`config.mk`:
```
export PLATFORM = sky130hd
export DESIGN_NAME = d_stage_decoder
export DESIGN_NICKNAME = d
export VERILOG_FILES = /design/src/rtl/d_stage_decoder.sv
export SDC_FILE = /design/constraint.sdc
export NUM_CORES = 1
export LEC_CHECK = 0
export ABC_AREA = 1
export CAP_MARGIN = 20
export CORE_ASPECT_RATIO = 1.75
export CORE_MARGIN = 2
export CORE_UTILIZATION = 36
export CTS_BUF_LIST = sky130_fd_sc_hd__clkbuf_4 sky130_fd_sc_hd__clkbuf_8
export DETAILED_ROUTE_END_ITERATION = 12
export HOLD_SLACK_MARGIN = 0.02
export PLACE_DENSITY_LB_ADDON = 0.12
export SLEW_MARGIN = 10
export SYNTH_ARGS = -nofsm -noshare
export SYNTH_HDL_FRONTEND = slang
export SYNTH_SLANG_ARGS = --single-unit
```
`constraint.sdc`:
```
create_clock -name clk -period 1.3 [get_ports clk]
set_input_delay 0.26 -clock clk [delete_from_list [all_inputs] [get_ports clk]]
set_output_delay 0.26 -clock clk [all_outputs]
set_load 0.01 [all_outputs]
```
`src/rtl/d_stage_decoder.sv`:
```
// Decode-stage controller for the 5-stage MIPS32 pipeline: registered hazard timing and D-stage control.
// Optional macro D_CTRL_EXT_BRANCH_EN adds bne (npc_slc=4) and jalr decoding.
module d_stage_decoder (
  input  logic        clk,
  input  logic        reset,
  input  logic [31:0] instr,
  output logic [1:0]  Tuse_rs,
  output logic [1:0]  Tuse_rt,
  output logic [1:0]  Tnew,
  output logic [4:0]  A3,
  output logic        regwrite,
  output logic        extop,
  output logic        luiop,
  output logic        beqop,
  output logic [2:0]  npc_slc,
  output logic        jalop,
  output logic        jop,
  output logic        jrop
);

  typedef struct packed {
    logic [1:0] tuse_rs;
    logic [1:0] tuse_rt;
    logic [1:0] tnew;
    logic [4:0] a3;
    logic       regwrite;
    logic       extop;
    logic       luiop;
    logic       beqop;
    logic [2:0] npc_slc;
    logic       jalop;
    logic       jop;
    logic       jrop;
  } ctrl_t;

  localparam logic [5:0] OP_RTYPE = 6'b000000;
  localparam logic [5:0] OP_ORI   = 6'b001101;
  localparam logic [5:0] OP_LW    = 6'b100011;
  localparam logic [5:0] OP_SW    = 6'b101011;
  localparam logic [5:0] OP_BEQ   = 6'b000100;
  localparam logic [5:0] OP_BNE   = 6'b000101;
  localparam logic [5:0] OP_LUI   = 6'b001111;
  localparam logic [5:0] OP_J     = 6'b000010;
  localparam logic [5:0] OP_JAL   = 6'b000011;
  localparam logic [5:0] FN_ADDU  = 6'b100001;
  localparam logic [5:0] FN_SUBU  = 6'b100011;
  localparam logic [5:0] FN_JR    = 6'b001000;
  localparam logic [5:0] FN_JALR  = 6'b001001;

  localparam ctrl_t CTRL_NOP = '{
    tuse_rs: 2'b11, tuse_rt: 2'b11, tnew: 2'b00, a3: 5'd0,
    regwrite: 1'b0, extop: 1'b0, luiop: 1'b0, beqop: 1'b0,
    npc_slc: 3'd0, jalop: 1'b0, jop: 1'b0, jrop: 1'b0
  };

  logic [5:0] op_s;
  logic [5:0] funct_s;
  logic [4:0] rt_s;
  logic [4:0] rd_s;
  logic       instr_unused_s;
  ctrl_t      ctrl_s;
  ctrl_t      ctrl_r;

  assign op_s    = instr[31:26];
  assign funct_s = instr[5:0];
  assign rt_s    = instr[20:16];
  assign rd_s    = instr[15:11];
  // rs and shamt fields never influence decode
  assign instr_unused_s = ^{instr[25:21], instr[10:6]};

  // Combinational decode of the D-stage instruction word
  always_comb begin
    ctrl_s = CTRL_NOP;
    case (op_s)
      OP_RTYPE: begin
        case (funct_s)
          FN_ADDU, FN_SUBU: begin
            ctrl_s.tuse_rs  = 2'd1;
            ctrl_s.tuse_rt  = 2'd1;
            ctrl_s.tnew     = 2'd1;
            ctrl_s.a3       = rd_s;
            ctrl_s.regwrite = 1'b1;
          end
          FN_JR: begin
            ctrl_s.tuse_rs = 2'd0;
            ctrl_s.npc_slc = 3'd3;
            ctrl_s.jrop    = 1'b1;
          end
`ifdef D_CTRL_EXT_BRANCH_EN
          FN_JALR: begin
            ctrl_s.tuse_rs  = 2'd0;
            ctrl_s.a3       = rd_s;
            ctrl_s.regwrite = 1'b1;
            ctrl_s.jalop    = 1'b1;
            ctrl_s.jrop     = 1'b1;
            ctrl_s.npc_slc  = 3'd3;
          end
`endif
          default: ctrl_s = CTRL_NOP;
        endcase
      end
      OP_ORI: begin
        ctrl_s.tuse_rs  = 2'd1;
        ctrl_s.tnew     = 2'd1;
        ctrl_s.a3       = rt_s;
        ctrl_s.regwrite = 1'b1;
      end
      OP_LW: begin
        ctrl_s.tuse_rs  = 2'd1;
        ctrl_s.tnew     = 2'd2;
        ctrl_s.a3       = rt_s;
        ctrl_s.regwrite = 1'b1;
        ctrl_s.extop    = 1'b1;
      end
      OP_SW: begin
        ctrl_s.tuse_rs = 2'd1;
        ctrl_s.tuse_rt = 2'd2;
        ctrl_s.extop   = 1'b1;
      end
      OP_BEQ: begin
        ctrl_s.tuse_rs = 2'd0;
        ctrl_s.tuse_rt = 2'd0;
        ctrl_s.extop   = 1'b1;
        ctrl_s.beqop   = 1'b1;
        ctrl_s.npc_slc = 3'd1;
      end
`ifdef D_CTRL_EXT_BRANCH_EN
      OP_BNE: begin
        ctrl_s.tuse_rs = 2'd0;
        ctrl_s.tuse_rt = 2'd0;
        ctrl_s.extop   = 1'b1;
        ctrl_s.npc_slc = 3'd4;
      end
`endif
      OP_LUI: begin
        ctrl_s.tnew     = 2'd1;
        ctrl_s.a3       = rt_s;
        ctrl_s.regwrite = 1'b1;
        ctrl_s.luiop    = 1'b1;
      end
      OP_J: begin
        ctrl_s.npc_slc = 3'd2;
        ctrl_s.jop     = 1'b1;
      end
      OP_JAL: begin
        ctrl_s.a3       = 5'd31;
        ctrl_s.regwrite = 1'b1;
        ctrl_s.npc_slc  = 3'd2;
        ctrl_s.jalop    = 1'b1;
        ctrl_s.jop      = 1'b1;
      end
      default: ctrl_s = CTRL_NOP;
    endcase
  end

  // Capture register: reset forces the NOP pattern regardless of instr
  always_ff @(posedge clk) begin
    if (!reset) begin
      ctrl_r <= CTRL_NOP;
    end else begin
      ctrl_r <= ctrl_s;
    end
  end

  assign Tuse_rs  = ctrl_r.tuse_rs;
  assign Tuse_rt  = ctrl_r.tuse_rt;
  assign Tnew     = ctrl_r.tnew;
  assign A3       = ctrl_r.a3;
  assign regwrite = ctrl_r.regwrite;
  assign extop    = ctrl_r.extop;
  assign luiop    = ctrl_r.luiop;
  assign beqop    = ctrl_r.beqop;
  assign npc_slc  = ctrl_r.npc_slc;
  assign jalop    = ctrl_r.jalop;
  assign jop      = ctrl_r.jop;
  assign jrop     = ctrl_r.jrop;

endmodule

```
== After elaboration in Yosys (flattened, before gate mapping) ==
Cells that the tools add are included.

* Bits in registers: 21
* Bits of input ports: 34
* Output and inout port bits: 21

* Equality and inequality tests: 10
* Multiplexer cells: 14
* Reduce and logical (&&, ||, !) cells: 8

{| class="wikitable"
|+ Operators by type and width
! kind !! count
|-
| $eq A6 B6 Y1 const B || 4
|-
| $eq A6 B4 Y1 const B || 3
|-
| $pmux W2 S3 || 3
|-
| $pmux W6 S3 || 1
|-
| $eq A6 B2 Y1 const B || 2
|-
| $mux W10 || 1
|-
| $pmux W3 S3 || 1
|-
| $reduce_or A3 Y1 || 3
|-
| $eq A6 B3 Y1 const B || 1
|-
| $logic_not A6 Y1 || 1
|-
| $mux W1 || 6
|-
| $reduce_or A2 Y1 || 3
|-
| $pmux W2 S2 || 1
|-
| $mux W2 || 1
|-
| $reduce_and A2 Y1 || 1
|}

== Longest topological paths before layout ==
* Depth after elaboration: 4
* Mapped depth: 8
* Gate-level depth less buffers: 8

== Least setup slack after synthesis ==
Ideal clock, no wire load.

* Path kind: input to register
* From: input instr[1]
* To: register ctrl_r, in the netlist Tuse_rs[0]
* Library setup time: 0.110 ns
* Arrival: 0.904 ns
* Path slack: 0.286 ns
* Stages on the path: 7
* Buffers on the path: 0
* Cell sequence: or2_2 nor2_1 nand2_1 inv_1 nand3_1 nand2_1 inv_1

* Cells in the longest elaborated chain, start to end: 4

{| class="wikitable"
|+ RTL lines
! element !! RTL line !! RTL
|-
| start, declared || 6 || <nowiki>input logic [31:0] instr,</nowiki>
|-
| $eq A6 B6 Y1 || 76 || <nowiki>case (funct_s)</nowiki>
|-
| $reduce_or A2 Y1 || 76 ||
|-
| $pmux W2 S2 * || 76 ||
|-
| $pmux W2 S3 * || 74 || <nowiki>case (op_s)</nowiki>
|-
| end signal, assigned || 161 || <nowiki>ctrl_r <= ctrl_s;</nowiki>
|-
| end, declared || 62 || <nowiki>ctrl_t ctrl_r;</nowiki>
|}

Every way passes the cells marked *; elsewhere a longest branch is shown, timed or not.
A chain may end at the register's enable or synchronous reset.

== Final worst setup path ==
* From: input instr[0]
* To: register ctrl_r, in the netlist Tuse_rs[0]

Same word-level chain as after synthesis.

==> results by group <==
Status
  • Status: finished, final reports clean

Synth
  • Cell taking the most area after synthesis: dfxtp_1
  • Simple-Gate Fraction of Synth Area: 0.3727
  • Top post-synthesis cells by area: dfxtp_1, nand3_1, nand2_1, inv_1, nor2_1
  • Post-Syn Nets: 145
  • Post-synthesis mux area share: 0
  • Synthesized flop and latch total: 20
  • Yosys top cell area share: 0.4848
  • Yosys warning total: 0
  • Avg Cell Area, Syn: 7.440 um^2
  • Synth Area in XOR/XNOR: 0
  • Post-synth cell types: 17
  • Largest family of logic cells by synthesized area: simple AND/OR/NAND/NOR gates
  • Adder-cell share of the synthesized area: 0
  • Post-Syn Area: between 800 and 900 um^2
  • Synth Instances: 111
  • Sequential area share after synthesis: 0.4848
  • Complex-gate fraction of the synthesized area: 0.02424

CTS
  • Clock Path Buffers: 2
  • TritonCTS clock tree: built
  • CTS HTree Levels: 1
  • Hold-fix buffers, CTS: 0
  • Clk sinks: 20
  • Root buffer cell: clkbuf_8
  • Cts bufs inserted: 3
  • Clock slew at reported path FFs: 0.06 ns

Routing
  • DRT antenna net count: 0
  • DRT iter0 DRCs: 24
  • Via count: 896
  • Vias per cell: 4.503
  • Wirelength per Cell: around 9.9 um
  • Residual DRC: 0
  • Total routed wirelength: 1970 um
  • Router iterations before antenna repair: 4

Flow run
  • Max-cap violations: 0

Power
  • Leak: a little over 0.0008 uW
  • Peak VDD IR: 0.5573 mV
  • Power per cell area: 802.6 mW/mm^2

STA
  • Final Cycle Share: 0.9082
  • # setup viols final: 0
  • Final min period: 1.181 ns
  • Hold WS: 0.3876 ns
  • Max-slew violations: 0
  • Final hold viol count: 0
  • RSZ-0062 raised after global routing: false
  • Fmax: 847.0 MHz

Worst setup path
  • CP max stage cell: clkdlybuf4s50_1
  • Required time worst endpoint: around 1.5 ns
  • Critical Path, Cell by Cell: clkdlybuf4s50_1 -> or2_4 -> nor2_4 -> nand2_2 -> inv_1 -> nand3_2 -> nand2_1 -> inv_1
  • CP peak stage delay: 0.43 ns
  • Crit path launch type: primary input
  • Crit path max-delay family: buffers and inverters
  • Cell repeated most along the worst path: inv_1
  • Critical path class: in -> reg
  • Crit path DAT: 1.33 ns
  • Crit-path max FO: 3
  • Crit path from: instr[0]
  • Critical path capture point type: flop
  • Crit path buf inv count: 3

Final layout
  • Number of inserted diodes: 0
  • Fraction of layout cells with a size suffix above 1: 0.2184
  • Nets: 210
  • Commonest non-fill, non-tap cell in the layout: dlygate4sd2_1
  • Util after Layout: 0.6527
  • Commonest non-fill, non-tap cells in the layout: dlygate4sd2_1, dfxtp_1, nand2_1
  • P&R area growth vs syn: 77.42%
  • Final Cell Area: around 0.0015 mm^2
  • Final Non-Filler Cells: 199

Place
  • Gpl congestion: 0.8271
  • DP HPWL: 1670 um
  • # port buffers: 43
  • Total placed instance area: 0.001400 mm^2
  • DP Cell Count: 194

Floorplan
  • Ports: 55
  • Die area: 0.002708 mm^2
  • Initial Utilization: 0.3679
  • Core area: 0.002245 mm^2
  • # rows: 23
  • Die width: 40.21 um
  • Die height: 67.36 um

Global routing
  • First-pass GRT wire length: 3105 um
  • GRT Util Overall: 0.1662
  • Global route overflow: 0
  • Initial antenna violation count: 0
  • Number of global-route vias before repair: approximately 790
  • Largest net degree at the start of global routing: 11

Worst hold path
  • Hold path startpoint: instr[27]
  • Worst Hold Class: in -> reg
-- synthesized netlist by cell type, drive strengths merged --
| cell | n |
|---|---|
| a21oi | 3 |
| buf | 2 |
| conb | 1 |
| dfxtp | 20 |
| inv | 21 |
| nand2 | 23 |
| nand3 | 17 |
| nand3b | 1 |
| nand4 | 3 |
| nor2 | 15 |
| nor3 | 3 |
| o21ai | 1 |
| or2 | 1 |
-- layout make-up --
type	count	area [um^2]
fillers	227	779.5
well taps	25	31.28
inverters	21	78.83
multi-input cells	68	354.1
repair buffers	62	559.3
flip-flops and latches	20	400.4
clock buffers	3	41.29
-- sequential cells by signal, summed over array words and instances (netlist names) --
register	cells
A3	5
Tnew	2
Tuse_rs	2
Tuse_rt	2
beqop	1
extop	1
jalop	1
jop	1
jrop	1
luiop	1
npc_slc	2
regwrite	1
-- what timing repair did --
action | in CTS | in global routing
buffers inserted | 2 | 0
endpoints found under the setup margin | 21 | 13
gates resized for setup | 22 | 11
pin swaps | 3 | 5
-- final timing paths --
check	end	slack, ns	depth (start not counted)
worst max-delay path	Tuse_rs[0]	0.12	8
worst min-delay path	luiop	0.39	3
-- power breakdown --
group          internal [uW]  leakage (uW)  switching (uW)  total, uW
Combinational            110      0.000629            74.6        184
Sequential               620      0.000162            1.29        621
Clock                    205     0.0000216             165        371
Total                    935      0.000813             241       1180
-- through the flow --
stage	total power [uW]	setup WS [ns]	setup TNS, ns
floorplan	691.4	0.2859	0
global placement	814.3	-0.2396	-3.081
detailed placement	817.1	-0.2733	-3.479
CTS	1187	0.001192	0
global route	1235	0.01386	0
finish	1176	0.1194	0
-- logic make-up after synthesis --
logic type,Yosys count
buf+inv,23
compound gates,4
other cells,1
flops,20
simple gates,63
-- metal layers --
layer | GRT usage | vias to the layer above | wire, um
met5 | 0 | - | 0
met1 | 0.1776 | 401 | 705
met4 | 0.1083 | 0 | 38
met2 | 0.2843 | 24 | 1149
met3 | 0.02303 | 2 | 77
li1 | - | 469 | -
No activity file was read; power rests on OpenSTA's default activity.
